### src/rtl/ram_arb_pkg.sv
// ram_arb_pkg: shared types and constants for the RAM port arbiters.
//   NumHosts  - number of hosts merged onto one RAM port
//   StreakW   - width of the consecutive-grant counter
//   host_id_t - host index (0 = core LSU, 1 = debug/DMA)
//   mem_req_t - one forwarded RAM request
//   streak_bump() - saturating increment of the streak counter
package ram_arb_pkg;

  localparam int unsigned NumHosts = 2;
  localparam int unsigned StreakW  = 4;

  typedef logic [0:0]         host_id_t;
  typedef logic [StreakW-1:0] streak_t;

  typedef struct packed {
    logic        we;
    logic [3:0]  be;
    logic [31:0] addr;
    logic [31:0] wdata;
  } mem_req_t;

  function automatic streak_t streak_bump(input streak_t cur, input streak_t cap);
    return (cur >= cap) ? cap : cur + streak_t'(1);
  endfunction

endpackage

### src/rtl/ram_port_arbiter_if.sv
// ram_port_arbiter_if: host-side req/gnt/rvalid buses for two hosts plus the
// single downstream RAM port. Signal names keep the arbiter-relative _i/_o
// suffixes of the original flat port list.
//   modport slave  - the arbiter
//   modport master - the hosts and the RAM surrounding the arbiter
interface ram_port_arbiter_if;
  import ram_arb_pkg::*;

  logic [NumHosts-1:0]       h_req_i;
  logic [NumHosts-1:0]       h_we_i;
  logic [NumHosts-1:0][3:0]  h_be_i;
  logic [NumHosts-1:0][31:0] h_addr_i;
  logic [NumHosts-1:0][31:0] h_wdata_i;
  logic [NumHosts-1:0]       h_gnt_o;
  logic [NumHosts-1:0]       h_rvalid_o;
  logic [NumHosts-1:0][31:0] h_rdata_o;
  logic [NumHosts-1:0]       h_err_o;

  logic                      ram_req_o;
  logic                      ram_we_o;
  logic [3:0]                ram_be_o;
  logic [31:0]               ram_addr_o;
  logic [31:0]               ram_wdata_o;
  logic [31:0]               ram_rdata_i;
  logic                      ram_rvalid_i;

  modport slave (
    input  h_req_i, h_we_i, h_be_i, h_addr_i, h_wdata_i,
    output h_gnt_o, h_rvalid_o, h_rdata_o, h_err_o,
    output ram_req_o, ram_we_o, ram_be_o, ram_addr_o, ram_wdata_o,
    input  ram_rdata_i, ram_rvalid_i
  );

  modport master (
    output h_req_i, h_we_i, h_be_i, h_addr_i, h_wdata_i,
    input  h_gnt_o, h_rvalid_o, h_rdata_o, h_err_o,
    input  ram_req_o, ram_we_o, ram_be_o, ram_addr_o, ram_wdata_o,
    output ram_rdata_i, ram_rvalid_i
  );

endinterface

### src/rtl/ram_port_arbiter_rr_arb2.sv
// rr_arb2: combinational two-way round-robin winner select.
//   req_i        - request per host
//   rr_ptr_i     - host preferred when both request
//   streak_max_i - the host holding the streak (~rr_ptr_i) has hit its cap
//   gnt_o        - one-hot grant (zero when no request)
//   winner_o     - index of the granted host (0 when no request)
module rr_arb2
  import ram_arb_pkg::*;
(
  input  logic [1:0] req_i,
  input  host_id_t   rr_ptr_i,
  input  logic       streak_max_i,
  output logic [1:0] gnt_o,
  output host_id_t   winner_o
);

  host_id_t streak_owner;

  always_comb begin
    // The streak always belongs to the most recent winner, which is the host
    // the pointer is not pointing at; a capped streak hands over to the other.
    streak_owner = ~rr_ptr_i;
    winner_o     = '0;
    gnt_o        = '0;
    unique case (req_i)
      2'b01:   winner_o = 1'b0;
      2'b10:   winner_o = 1'b1;
      2'b11:   winner_o = streak_max_i ? ~streak_owner : rr_ptr_i;
      default: winner_o = '0;
    endcase
    if (|req_i) gnt_o[winner_o] = 1'b1;
  end

endmodule

### src/rtl/ram_port_arbiter.sv
// ram_port_arbiter: merges two req/gnt/rvalid hosts (0 = core LSU,
// 1 = debug/DMA) onto one port of the on-chip SRAM.
//   clk_i  - clock
//   rst_ni - synchronous active-low reset
//   bus    - ram_port_arbiter_if.slave: host buses and the RAM port
// Grants are zero-cycle, round-robin with a bounded streak (MaxStreak); the
// one-cycle RAM response is routed back to the host that issued it.
// Optional build macro RAM_ARB_RANGE_CHECK_EN: requests with word index
// >= Depth are granted but not forwarded, and answered next cycle with
// rvalid+err and zero data.
module ram_port_arbiter
  import ram_arb_pkg::*;
#(
  parameter int unsigned Depth     = 16384,
  parameter int unsigned MaxStreak = 4
) (
  input  logic              clk_i,
  input  logic              rst_ni,
  ram_port_arbiter_if.slave bus
);

  localparam streak_t StreakMax = streak_t'(MaxStreak);

  if (MaxStreak == 0 || MaxStreak > 15 || Depth == 0) begin : g_bad_cfg
    $error("ram_port_arbiter: MaxStreak must be 1..15 and Depth nonzero");
  end

  logic [NumHosts-1:0] req_act;
  logic [NumHosts-1:0] gnt;
  host_id_t            winner;
  host_id_t            rr_ptr_q;
  host_id_t            last_w_q;
  host_id_t            pend_id_q;
  streak_t             streak_q;
  logic                pend_vld_q;
  logic                pend_err;
  logic                any_gnt;
  logic                oob;
  logic                fwd;
  mem_req_t            win_req;
  logic                rsp_vld;
  logic                rsp_err;
  logic [31:0]         rsp_data;

  // No grants while in reset, so nothing reaches the RAM whose response
  // would arrive after the pending state has been cleared.
  assign req_act = rst_ni ? bus.h_req_i : '0;

  rr_arb2 u_rr_arb2 (
    .req_i        (req_act),
    .rr_ptr_i     (rr_ptr_q),
    .streak_max_i (streak_q == StreakMax),
    .gnt_o        (gnt),
    .winner_o     (winner)
  );

  assign any_gnt     = |gnt;
  assign bus.h_gnt_o = gnt;

  always_comb begin
    win_req = '0;
    if (any_gnt) begin
      win_req.we    = bus.h_we_i[winner];
      win_req.be    = bus.h_be_i[winner];
      win_req.addr  = bus.h_addr_i[winner];
      win_req.wdata = bus.h_wdata_i[winner];
    end
  end

`ifdef RAM_ARB_RANGE_CHECK_EN
  logic pend_err_q;

  assign oob = any_gnt && ({2'b00, win_req.addr[31:2]} >= 32'(Depth));

  always_ff @(posedge clk_i) begin
    if (!rst_ni) pend_err_q <= 1'b0;
    else         pend_err_q <= oob;
  end

  assign pend_err = pend_err_q;
`else
  assign oob      = 1'b0;
  assign pend_err = 1'b0;
`endif

  assign fwd             = any_gnt & ~oob;
  assign bus.ram_req_o   = fwd;
  assign bus.ram_we_o    = fwd & win_req.we;
  assign bus.ram_be_o    = fwd ? win_req.be    : '0;
  assign bus.ram_addr_o  = fwd ? win_req.addr  : '0;
  assign bus.ram_wdata_o = fwd ? win_req.wdata : '0;

  always_ff @(posedge clk_i) begin
    if (!rst_ni) begin
      rr_ptr_q   <= '0;
      last_w_q   <= '0;
      streak_q   <= '0;
      pend_vld_q <= 1'b0;
      pend_id_q  <= '0;
    end else if (any_gnt) begin
      rr_ptr_q   <= ~winner;
      last_w_q   <= winner;
      streak_q   <= (winner == last_w_q) ? streak_bump(streak_q, StreakMax) : streak_t'(1);
      pend_vld_q <= 1'b1;
      pend_id_q  <= winner;
    end else begin
      pend_vld_q <= 1'b0;
    end
  end

  // Response path. A flagged range error completes locally instead of
  // waiting on the RAM; rvalid is held low while reset is asserted.
  assign rsp_vld  = rst_ni & pend_vld_q & (pend_err | bus.ram_rvalid_i);
  assign rsp_err  = rst_ni & pend_vld_q & pend_err;
  assign rsp_data = pend_err ? '0 : bus.ram_rdata_i;

  always_comb begin
    bus.h_rvalid_o            = '0;
    bus.h_err_o               = '0;
    bus.h_rvalid_o[pend_id_q] = rsp_vld;
    bus.h_err_o[pend_id_q]    = rsp_err;
  end

  assign bus.h_rdata_o = {rsp_data, rsp_data};

`ifndef SYNTHESIS
  a_no_orphan_rvalid : assert property (
    @(posedge clk_i) disable iff (!rst_ni) bus.ram_rvalid_i |-> pend_vld_q);

  a_no_missing_rvalid : assert property (
    @(posedge clk_i) disable iff (!rst_ni) (pend_vld_q && !pend_err) |-> bus.ram_rvalid_i);
`endif

endmodule

### src/flat_wrapper.sv
// flat-port wrapper written by rule: the top's interface ports become plain ports
module ram_port_arbiter_flat import ram_arb_pkg::*;
#(
  parameter int unsigned Depth     = 16384,
  parameter int unsigned MaxStreak = 4
)
  (clk_i, rst_ni, bus_h_req_i, bus_h_we_i, bus_h_be_i, bus_h_addr_i, bus_h_wdata_i, bus_h_gnt_o, bus_h_rvalid_o, bus_h_rdata_o, bus_h_err_o, bus_ram_req_o, bus_ram_we_o, bus_ram_be_o, bus_ram_addr_o, bus_ram_wdata_o, bus_ram_rdata_i, bus_ram_rvalid_i);
  ram_port_arbiter_if bus_i ();
  input  logic clk_i;
  input  logic rst_ni;
  input wire logic [$bits(bus_i.h_req_i)-1:0] bus_h_req_i;
  input wire logic [$bits(bus_i.h_we_i)-1:0] bus_h_we_i;
  input wire logic [$bits(bus_i.h_be_i)-1:0] bus_h_be_i;
  input wire logic [$bits(bus_i.h_addr_i)-1:0] bus_h_addr_i;
  input wire logic [$bits(bus_i.h_wdata_i)-1:0] bus_h_wdata_i;
  output wire logic [$bits(bus_i.h_gnt_o)-1:0] bus_h_gnt_o;
  output wire logic [$bits(bus_i.h_rvalid_o)-1:0] bus_h_rvalid_o;
  output wire logic [$bits(bus_i.h_rdata_o)-1:0] bus_h_rdata_o;
  output wire logic [$bits(bus_i.h_err_o)-1:0] bus_h_err_o;
  output wire logic [$bits(bus_i.ram_req_o)-1:0] bus_ram_req_o;
  output wire logic [$bits(bus_i.ram_we_o)-1:0] bus_ram_we_o;
  output wire logic [$bits(bus_i.ram_be_o)-1:0] bus_ram_be_o;
  output wire logic [$bits(bus_i.ram_addr_o)-1:0] bus_ram_addr_o;
  output wire logic [$bits(bus_i.ram_wdata_o)-1:0] bus_ram_wdata_o;
  input wire logic [$bits(bus_i.ram_rdata_i)-1:0] bus_ram_rdata_i;
  input wire logic [$bits(bus_i.ram_rvalid_i)-1:0] bus_ram_rvalid_i;
  assign bus_i.h_req_i = bus_h_req_i;
  assign bus_i.h_we_i = bus_h_we_i;
  assign bus_i.h_be_i = bus_h_be_i;
  assign bus_i.h_addr_i = bus_h_addr_i;
  assign bus_i.h_wdata_i = bus_h_wdata_i;
  assign bus_h_gnt_o = bus_i.h_gnt_o;
  assign bus_h_rvalid_o = bus_i.h_rvalid_o;
  assign bus_h_rdata_o = bus_i.h_rdata_o;
  assign bus_h_err_o = bus_i.h_err_o;
  assign bus_ram_req_o = bus_i.ram_req_o;
  assign bus_ram_we_o = bus_i.ram_we_o;
  assign bus_ram_be_o = bus_i.ram_be_o;
  assign bus_ram_addr_o = bus_i.ram_addr_o;
  assign bus_ram_wdata_o = bus_i.ram_wdata_o;
  assign bus_i.ram_rdata_i = bus_ram_rdata_i;
  assign bus_i.ram_rvalid_i = bus_ram_rvalid_i;
  ram_port_arbiter #(.Depth(Depth), .MaxStreak(MaxStreak)) u_core (.clk_i(clk_i), .rst_ni(rst_ni), .bus(bus_i));
endmodule
### config.mk
export PLATFORM = sky130hd
export DESIGN_NAME = ram_port_arbiter_flat
export DESIGN_NICKNAME = d
export VERILOG_FILES = /design/src/rtl/ram_arb_pkg.sv /design/src/rtl/ram_port_arbiter_if.sv /design/src/rtl/ram_port_arbiter_rr_arb2.sv /design/src/rtl/ram_port_arbiter.sv /design/src/flat_wrapper.sv
export SDC_FILE = /design/constraint.sdc
export NUM_CORES = 1
export LEC_CHECK = 0
export CAP_MARGIN = 10
export CORE_AREA = 2 2 124 126
export CTS_CLUSTER_DIAMETER = 30
export DETAILED_ROUTE_END_ITERATION = 6
export DIE_AREA = 0 0 126 128
export PLACE_DENSITY = 0.51
export SYNTH_ARGS = -nofsm -noshare
export SYNTH_HDL_FRONTEND = slang
export SYNTH_HIERARCHICAL = 1
export SYNTH_SLANG_ARGS = --single-unit
### constraint.sdc
create_clock -name clk_i -period 6.14 [get_ports clk_i]
set_clock_uncertainty 0.15 [all_clocks]
set_input_delay 0.921 -clock clk_i [delete_from_list [all_inputs] [get_ports clk_i]]
set_output_delay 0.921 -clock clk_i [all_outputs]
set_load 0.05 [all_outputs]
==> qor.txt, run 1 <==
======================================================================================
Post-synthesis instance total ...........................................          242
Kind of cell adding the most delay to the critical path ................. buffers and inverters
Critical Path RT ........................................................      5.07 ns
Cell-internal power .....................................................       277 µW
Max Cap Viol ............................................................            0
Total negative slack ....................................................         0 ns
Buffers added on ports ..................................................          216
Placed Area .............................................................  0.00355 mm²
Standby leakage power ...................................................   0.00132 µW
Portion of total power attributed to sequential cells ...................         4.3%
Worst setup path class ..................................................       in2out
Launching point of the worst reg2reg path ............................... u_core/rr_ptr_q$_SDFFE_PN0N_
Die Ht ..................................................................       128 µm
Transition at the pin with the smallest max-transition slack ............     0.823 ns
Area of the die .........................................................   0.0161 mm²
Clock tree from TritonCTS ...............................................          yes
Combined buffer and inverter count along the critical path ..............            3
Total number of H-tree levels ...........................................            1
Cells resized by post-CTS repair ........................................            0
Number of placement rows ................................................           45
Layout Area Growth over Synthesis .......................................         112%
Max transition margin ...................................................        45.0%
Crit end category .......................................................   output pin
CP dominant cell by count ............................................... clkdlybuf4s50_1
Sum of net half-perimeters after detailed placement .....................      5.98 mm
Critical path's slowest cell ............................................ clkdlybuf4s50_1
Clock slew at the register clock pins of the worst setup and hold paths .      0.03 ns
Power per cell area .....................................................   138 mW/mm²
Number of endpoints with negative hold slack in the final report ........            0
Startpoint Class ........................................................ primary input
Postcts setup bufs ......................................................            0
Cell chosen for the clock root ..........................................    clkbuf_16
Worst-path maximum fanout ...............................................           36
Detail Route Antenna Nets ...............................................            0
Number of optimization iterations in the first detailed-route pass ......            4
Antenna diode count .....................................................            0
Worst endpoint data arrival time ........................................      3.90 ns
Cts bufs inserted .......................................................            3
Number of nets in the finished design ...................................          560
Total routing resource utilization after global routing .................        7.67%
Die width ...............................................................       126 µm
Hold buffers post-CTS ...................................................            0
Proportion of power drawn by combinational gates ........................        75.0%
Layout cell share with drive strength beyond 1 ..........................        2.34%
Grt total ovfl ..........................................................            0
Part of the power in the clock network ..................................        20.7%
Clock network latency to the later pin of the worst-skew pair ...........      0.22 ns
Final count of pins violating max slew ..................................            0
Critical Path, Cell by Cell ............................................. clkdlybuf4s50_1 > and2_1 > a21boi_0 > nor2_4 > buf_4 > nor2_1 > clkdlybuf4s50_1
Core area ...............................................................   0.0149 mm²
Post-route cell area ....................................................  0.00363 mm²
DR DRC count ............................................................            0
Post-layout min period ..................................................      4.97 ns
Routed vias .............................................................         2013
Run status .............................................................. finished, final reports clean
Per-instance average area after synthesis ...............................     7.08 µm²
Peak ir drop on the vdd network .........................................    0.0917 mV
Maximum clock path buffer count .........................................            2
Initial core utilization ................................................        11.5%
Final setup fails .......................................................            0
Maximum number of pins on one net before global-route repair ............           39
Yosys warning count .....................................................            6
Launching element of the worst setup path ...............................       rst_ni
Netlist area before placement ...........................................  0.00171 mm²
Number of ports placed on the die boundary ..............................          315
DR WL/cell ..............................................................      12.3 µm
WL final ................................................................      7.02 mm
Class of the most critical hold timing path .............................      reg2reg
First-pass GRT wire length ..............................................      10.0 mm
RSZ-0062 raised after global routing ....................................        false
Final Cycle Share .......................................................        80.9%
Count of clock tree sinks ...............................................            3
Delay of the slowest cell on the worst path .............................      0.74 ns
Highest Clock Rate ......................................................    0.201 GHz
Routed via count divided by cell count ..................................         3.52
Violation count after the first detailed-routing iteration ..............           28
Via count of the first global-routing pass ..............................         1997
Final core area utilization .............................................        24.4%
Launch point of the worst hold path ..................................... u_core/rr_ptr_q$_SDFFE_PN0N_
Final weighted congestion in routability-driven placement ...............        0.803
Initial antenna violation count .........................................            0
Total net switching power ...............................................       225 µW
Switching part of the total power .......................................        44.9%
======================================================================================
[flip-flops by register name, summed over array words and instances (netlist names)]
signal / cells
u_core/pend_id_q: 1
u_core/pend_vld_q: 1
u_core/rr_ptr_q: 1
[power by group through the flow]
stage,registers [µW],logic [µW],clock network (µW)
2_1_floorplan,21.8,322,0
3_3_place_gp,21.9,378,0
3_5_place_dp,22.0,379,0
4_1_cts,21.7,381,106
5_1_grt,21.9,396,107
6_report,21.7,377,104
[worst paths after layout]
kind	endpoint	slack (ns)	cells past startpoint
setup / recovery	bus_ram_wdata_o[5]	1.17	7
hold reg to reg	u_core/rr_ptr_q$_SDFFE_PN0N_	0.38	1
hold / removal	u_core/rr_ptr_q$_SDFFE_PN0N_	0.38	1
setup reg to reg	u_core/rr_ptr_q$_SDFFE_PN0N_	4.32	5
[layer usage]
metal	share of wire, %	global-route usage (%)	vias up
met2	54	15.6	114
met5	0	0	-
met3	11	2.80	19
met4	2.4	2.46	0
met1	32	6.97	873
li1	-	-	1007
[area by class of cell]
cell class	instances	area [µm²]
sequential	3	60.1
clock buffer	4	78.8
inverter	4	15.0
timing repair buffer	219	2180
multi-input combinational	154	1060
tap	188	235
fill	1659	11200
[per-stage QoR]
step | instances | hold slack [ns] | setup WS [ns] | power, µW
CTS | 572 | 0.376 | 1.06 | 508
floorplan | 243 | 0.338 | 1.45 | 344
global placement | 568 | 0.363 | 1.19 | 400
finish | 572 | 0.382 | 1.17 | 502
global route | 572 | 0.399 | 0.921 | 525
detailed placement | 568 | 0.369 | 1.09 | 401
[cells in the final DEF (no fill, tap or decap), types with 2 or more instances in the layout]
cell type        count
inv_1                3
mux2i_1             69
buf_4                3
dfxtp_1              3
nor2_1              72
clkbuf_16            3
conb_1               2
clkdlybuf4s50_1    216
and2_1               2
(Power assumes the default switching activity.)
==> inputs of run 2 (changes only) <==
Settings changed: CORE_AREA 2 2 124 126 to 2 2 123 125, DIE_AREA 0 0 126 128 to 0 0 125 127, PLACE_DENSITY 0.51 to 0.52.
Clock period 6.14 ns to 4.9 ns, I/O delays scaled along.
==> qor.txt, run 2 (synthesis results as in run 1) <==
======================================================================================
Peak ir drop on the vdd network .........................................    0.0766 mV
Worst-path maximum fanout ...............................................           39
DR DRC count ............................................................            0
Startpoint Class ........................................................ primary input
Total negative slack ....................................................         0 ns
Postcts setup bufs ......................................................            0
Hold Slack ..............................................................     0.375 ns
Core area ...............................................................   0.0144 mm²
Number of placement rows ................................................           44
Initial antenna violation count .........................................            0
Die width ...............................................................       125 µm
Area of the die .........................................................   0.0159 mm²
Standby leakage power ...................................................   0.00133 µW
Top flop regs ........................................................... u_core/pend_id_q (1), u_core/pend_vld_q (1), u_core/rr_ptr_q (1)
Maximum clock path buffer count .........................................            2
Number of endpoints with negative hold slack in the final report ........            0
Sum of net half-perimeters after detailed placement .....................      5.61 mm
Buffers added on ports ..................................................          216
Violation count after the first detailed-routing iteration ..............           27
Crit end category .......................................................   output pin
Highest Clock Rate ......................................................    0.230 GHz
Number of ports placed on the die boundary ..............................          315
Maximum number of pins on one net before global-route repair ............           41
Power per cell area .....................................................   172 mW/mm²
Clock tree from TritonCTS ...............................................          yes
Hold buffers post-CTS ...................................................            0
Number of cells in the finished layout apart from fillers ...............          568
Most frequent cells in the layout ....................................... 216 x clkdlybuf4s50_1, 72 x nor2_1, 69 x mux2i_1
Run status .............................................................. finished, final reports clean
Via count of the first global-routing pass ..............................         1984
Cell chosen for the clock root ..........................................    clkbuf_16
Number of nets in the finished design ...................................          560
Class of the most critical hold timing path .............................      reg2reg
Routed vias .............................................................         2017
Cts bufs inserted .......................................................            3
Total power .............................................................       630 µW
Worst setup path class ..................................................       in2out
Most common library cell in the layout ignoring fill and taps ........... clkdlybuf4s50_1
Layout cell share with drive strength beyond 1 ..........................        2.34%
RSZ-0062 raised after global routing ....................................        false
Placed cells ............................................................          564
Transition at the pin with the smallest max-transition slack ............     0.807 ns
Delay of the slowest cell on the worst path .............................      0.81 ns
Clock slew at the register clock pins of the worst setup and hold paths .      0.03 ns
Worst endpoint data arrival time ........................................      3.46 ns
Number of optimization iterations in the first detailed-route pass ......            4
Grt total ovfl ..........................................................            0
Max Cap Viol ............................................................            0
Die Ht ..................................................................       127 µm
Final count of pins violating max slew ..................................            0
Final Cycle Share .......................................................        88.8%
Max transition margin ...................................................        46.1%
Detail Route Antenna Nets ...............................................            0
DR WL/cell ..............................................................      11.9 µm
Post-layout min period ..................................................      4.35 ns
Clock network latency to the later pin of the worst-skew pair ...........      0.22 ns
Antenna diode count .....................................................            0
First-pass GRT wire length ..............................................      10.1 mm
CP dominant cell by count ............................................... clkdlybuf4s50_1
WL final ................................................................      6.76 mm
Critical path's slowest cell ............................................ clkdlybuf4s50_1
Final weighted congestion in routability-driven placement ...............        0.771
Cells resized by post-CTS repair ........................................            0
Routed via count divided by cell count ..................................         3.55
Final setup fails .......................................................            0
Critical Path RT ........................................................      4.01 ns
Total number of H-tree levels ...........................................            1
Layout Area Growth over Synthesis .......................................         113%
Initial core utilization ................................................        11.9%
Total routing resource utilization after global routing .................        7.68%
Critical Path, Cell by Cell ............................................. clkdlybuf4s50_1 > and2_1 > a21boi_0 > nor2_4 > buf_12 > nor2_1 > clkdlybuf4s50_1
Count of clock tree sinks ...............................................            3
======================================================================================
## run 2: changes by cell type in the layout (fill, tap and decap cells not counted)
cell    change
buf_12      +2
buf_4       -2
## run 2: power breakdown
group	internal [µW]	switching, µW	leakage, µW
Combinational	216	259	0.00127
Clock	107	20.8	0.0000382
Sequential	26.3	1.01	0.0000248
## run 2: routing by layer
metal	up-vias	global-route usage [%]	part of all wire, %
li1	1005	-	-
met1	872	7.56	35
met2	125	15.3	53
met3	15	2.26	10
met4	0	2.55	1.3
met5	-	0	0
## run 2: through the flow
stage | setup WS (ns) | instance area [µm²] | util [%]
2_1_floorplan | 0.580 | 1720 | -
3_3_place_gp | 0.548 | 3570 | 24.8
3_5_place_dp | 0.517 | 3570 | 24.8
4_1_cts | 0.504 | 3650 | 25.3
5_1_grt | 0.261 | 3650 | 25.3
6_report | 0.551 | 3650 | 25.3
## run 2: final cells by class
cell class,count,area (µm²)
Fill cell,1588,10800
Clock buffer,4,78.8
Multi-Input combinational cell,154,1060
Inverter,4,15.0
Tap cell,184,230
Sequential cell,3,60.1
Timing Repair Buffer,219,2210
## run 2: path summary, 6_finish.rpt
check | startpoint | endpoint | slack [ns] | cells after the start
min | u_core/rr_ptr_q$_SDFFE_PN0N_ | u_core/rr_ptr_q$_SDFFE_PN0N_ | 0.37 | 1
min reg2reg | u_core/rr_ptr_q$_SDFFE_PN0N_ | u_core/rr_ptr_q$_SDFFE_PN0N_ | 0.37 | 1
max | rst_ni | bus_ram_addr_o[1] | 0.55 | 7
max reg2reg | u_core/rr_ptr_q$_SDFFE_PN0N_ | u_core/rr_ptr_q$_SDFFE_PN0N_ | 3.11 | 5
## run 2: critical path: cells and delay by family
family                 cells  cell delay (ns)
AO/OA/AOI/OAI              1             0.50
buffers and inverters      3             1.59
AND/OR/NAND/NOR            3             0.63
==> patch 1 (flow settings as in run 2) <==
Add a define of `RAM_ARB_RANGE_CHECK_EN`.
--- a/src/rtl/ram_port_arbiter.sv
+++ b/src/rtl/ram_port_arbiter.sv
@@ -10,2 +10,4 @@
 // rvalid+err and zero data.
+`define RAM_ARB_RANGE_CHECK_EN
+
 module ram_port_arbiter
Formal check against the unedited RTL: not equivalent (a bounded check fails within 4 cycles, from zero or initial values and one cycle with rst_ni low).
==> patch 1 against run 2 <==
  * Combinational power up 2%
  * Routed wire length up 57%
  * Sequential cell count up 1
  * Final area up 51%
  * Setup slack better by 0.083 ns
  * Power up 2.8%
  * Area after synthesis up 22%
  * Hold slack worse by 0.021 ns
  * Maximum frequency up 1.9%
  * Critical path type unchanged
==> patch 1: results (changes against run 2) <==
post-DP HPWL 9410 µm (+68%); peak supply drop 120 µV (+56%); DR WL/cell 15.3 µm (+29%); measured slew at the worst slew-check pin 0.718 ns (-0.0889 ns); total CTS buffers 3 (unchanged); Fill cells 1466 (-7.7%); reg-to-reg startpoint u_core/rr_ptr_q$_SDFFE_PN0P_; worst hold stages 2 (+1); Hold Startpoint u_core/pend_id_q$_SDFFE_PN0P_; pre-CTS setup slack 0.632 ns (+0.116 ns); gr usage total 12.3% (+4.7 points); share of cells above drive strength 1 23.4% (+21 points); outcome completed; Net Sw Power 0.000286 W (+2.0%); crit path max fanout 55 (+41%); DR vias/cell 4.04 (+14%); Port Buffer Count 298 (+38%); Detailed Route Iter0 Violations 46 (+70%); first-pass GRT wire length 15800 µm (+57%); CTS H-Tree Depth 1 (unchanged); Worst EP arrival 3.38 ns (-0.08 ns); Leak 1.90 nW (+43%); Longest Clk Path Bufs 2 (unchanged); GPL Wtd Cong 0.758 (-1.6%); placed inst area 5450 µm² (+52%); drt total wl 10600 µm (+57%); r2r setup slk 2.67 ns (-0.44 ns); pin count of the biggest net entering global routing 56 (+37%); hold endpoint u_core/pend_id_q$_SDFFE_PN0P_; placed insts 690 (+22%); RR Endpoint u_core/pend_err$_SDFF_PN0_; # resized after CTS 0 (unchanged); Avg Cell Area, Syn 8.21 µm² (+16%); vias in the first global route 2840 (+43%); FF-to-FF path depth 8 (+3)
==> patch 1: worst max-delay path by stage <==
stage                     endpoint  slack, ns  depth (start not counted)
4_1_cts            bus_ram_be_o[0]       0.63                          9
3_3_place_gp   bus_ram_wdata_o[31]       0.72                          9
5_1_grt               bus_ram_we_o       0.47                          9
3_5_place_dp       bus_ram_be_o[0]       0.63                          9
2_1_floorplan      bus_ram_be_o[0]       0.49                          5
6_report              bus_ram_we_o       0.63                          9
==> patch 1: cell type report <==
type	instances	area, µm²	share of cell area (%)
multi-input combinational	194	1590	28.7
inverter	2	7.51	0.136
tap	184	230	4.17
sequential	4	80.1	1.45
timing repair buffer	306	3550	64.2
clock buffer	3	75.1	1.36
==> patch 1: per-layer routing <==
metal / GRT usage (%) / share of wire (%) / vias up
met3: 3.89 / 11 / 8
met4: 1.63 / 0.75 / 0
li1: - / - / 1332
met2: 24.1 / 53 / 192
met5: 0 / 0 / -
met1: 13.3 / 36 / 1267
==> patch 1: metrics by stage <==
step                      hold slack, ns  utilization, %
after floorplan                    0.321               -
after global placement             0.339            37.8
after detailed placement           0.358            37.8
after CTS                          0.362            38.3
after global routing               0.380            38.3
final                              0.354            38.3
==> patch 1: critical path, cell delays in order <==
cell	delay, ns
clkdlybuf4s50_1	0.57
and2_1	0.24
a21boi_4	0.10
or4_1	0.55
nor3_2	0.19
o221ai_4	0.13
buf_12	0.20
nor3_1	0.39
buf_12	0.19
==> patch 1: power by group through the flow <==
stage          clock network [W]  logic [W]  registers [W]
6_report                0.000127   0.000484      0.0000363
5_1_grt                 0.000131   0.000507      0.0000366
4_1_cts                 0.000129   0.000489      0.0000363
3_5_place_dp                   0   0.000488      0.0000368
3_3_place_gp                   0   0.000486      0.0000367
2_1_floorplan                  0   0.000291      0.0000371
==> patch 2 (flow settings as in run 2) <==
Without the edit above. The package constant `StreakW` goes from 4 to 6.
--- a/src/rtl/ram_arb_pkg.sv
+++ b/src/rtl/ram_arb_pkg.sv
@@ -9,3 +9,3 @@
   localparam int unsigned NumHosts = 2;
-  localparam int unsigned StreakW  = 4;
+  localparam int unsigned StreakW  = 6;
 
Check against the original RTL: equivalent (equiv_simple and equiv_induct, registers matched by name and starting in step).
==> patch 2 against run 2 <==
  * Sequential share of layout area barely moved
  * Area after synthesis fell by 1.4%
  * Routed wire length rose by 8.9%
  * Global-route usage rose by 0.58 points
  * Sequential cell count did not move
  * Cell count fell by 0.18%
  * Setup slack improved by 0.13 ns
  * Final area fell by 0.14%
  * Power rose by 0.78%
  * Largest cell class unchanged
==> patch 2: results (changes against run 2) <==
Sw Ratio 44.9% (+0.41 points); Routed met2 length 3890 µm (+8.1%); RR Endpoint u_core/pend_id_q$_SDFFE_PN0N_; total CTS buffers 3 (unchanged); share of cells above drive strength 1 2.09% (-0.25 points); pin count of the biggest net entering global routing 60 (+46%); final net count 559 (-0.18%); gr usage total 8.26% (+0.58 points); pre-CTS setup slack 0.625 ns (+0.108 ns); measured slew at the worst slew-check pin 0.573 ns (-0.234 ns); worst setup path end bus_ram_wdata_o[17]; peak supply drop 69.0 µV (-9.9%); crit path max fanout 59 (+51%); post-DP HPWL 5970 µm (+6.5%); routing usage on met1 7.79% (+0.23 points); global routing usage on met2 16.7% (+1.4 points); Detailed Route Iter0 Violations 31 (+15%); Avg Cell Area, Syn 6.99 µm² (-1.4%); Fill cells 1591 (+0.19%); vias in the first global route 2092 (+5.4%); GPL Wtd Cong 0.743 (-3.6%); outcome completed; DRT met1 WL 2600 µm (+9.2%); first-pass GRT wire length 10500 µm (+3.8%); drt total wl 7360 µm (+8.9%); Hold WS 0.388 ns (+0.0132 ns); top flop regs u_core/pend_id_q (1), u_core/pend_vld_q (1), u_core/rr_ptr_q (1); setup ws final 0.677 ns (+0.126 ns); Leak 1.33 nW (-0.22%); routed wl met3 657 µm (-3.9%); DR vias/cell 3.61 (+1.7%); met3 Use GR 1.93% (-0.34 points)
==> patch 2: critical path: cells and delay by family <==
kind | cells | cell delay, ns
AO/OA/AOI/OAI | 1 | 0.40
buffers and inverters | 3 | 1.63
AND/OR/NAND/NOR | 3 | 0.55
==> patch 2: power by group through the flow <==
stage | logic (W) | registers [W] | clock network, W
finish | 0.000477 | 0.0000273 | 0.000130
global route | 0.000500 | 0.0000276 | 0.000136
CTS | 0.000483 | 0.0000273 | 0.000133
detailed placement | 0.000481 | 0.0000276 | 0
global placement | 0.000478 | 0.0000275 | 0
floorplan | 0.000401 | 0.0000273 | 0
==> patch 2: layout make-up <==
| class | count | area share [%] |
|---|---|---|
| Inverter | 3 | 0.309 |
| Clock buffer | 4 | 2.16 |
| Tap cell | 184 | 6.31 |
| Multi-Input combinational cell | 154 | 29.0 |
| Sequential cell | 3 | 1.65 |
| Timing Repair Buffer | 219 | 60.6 |
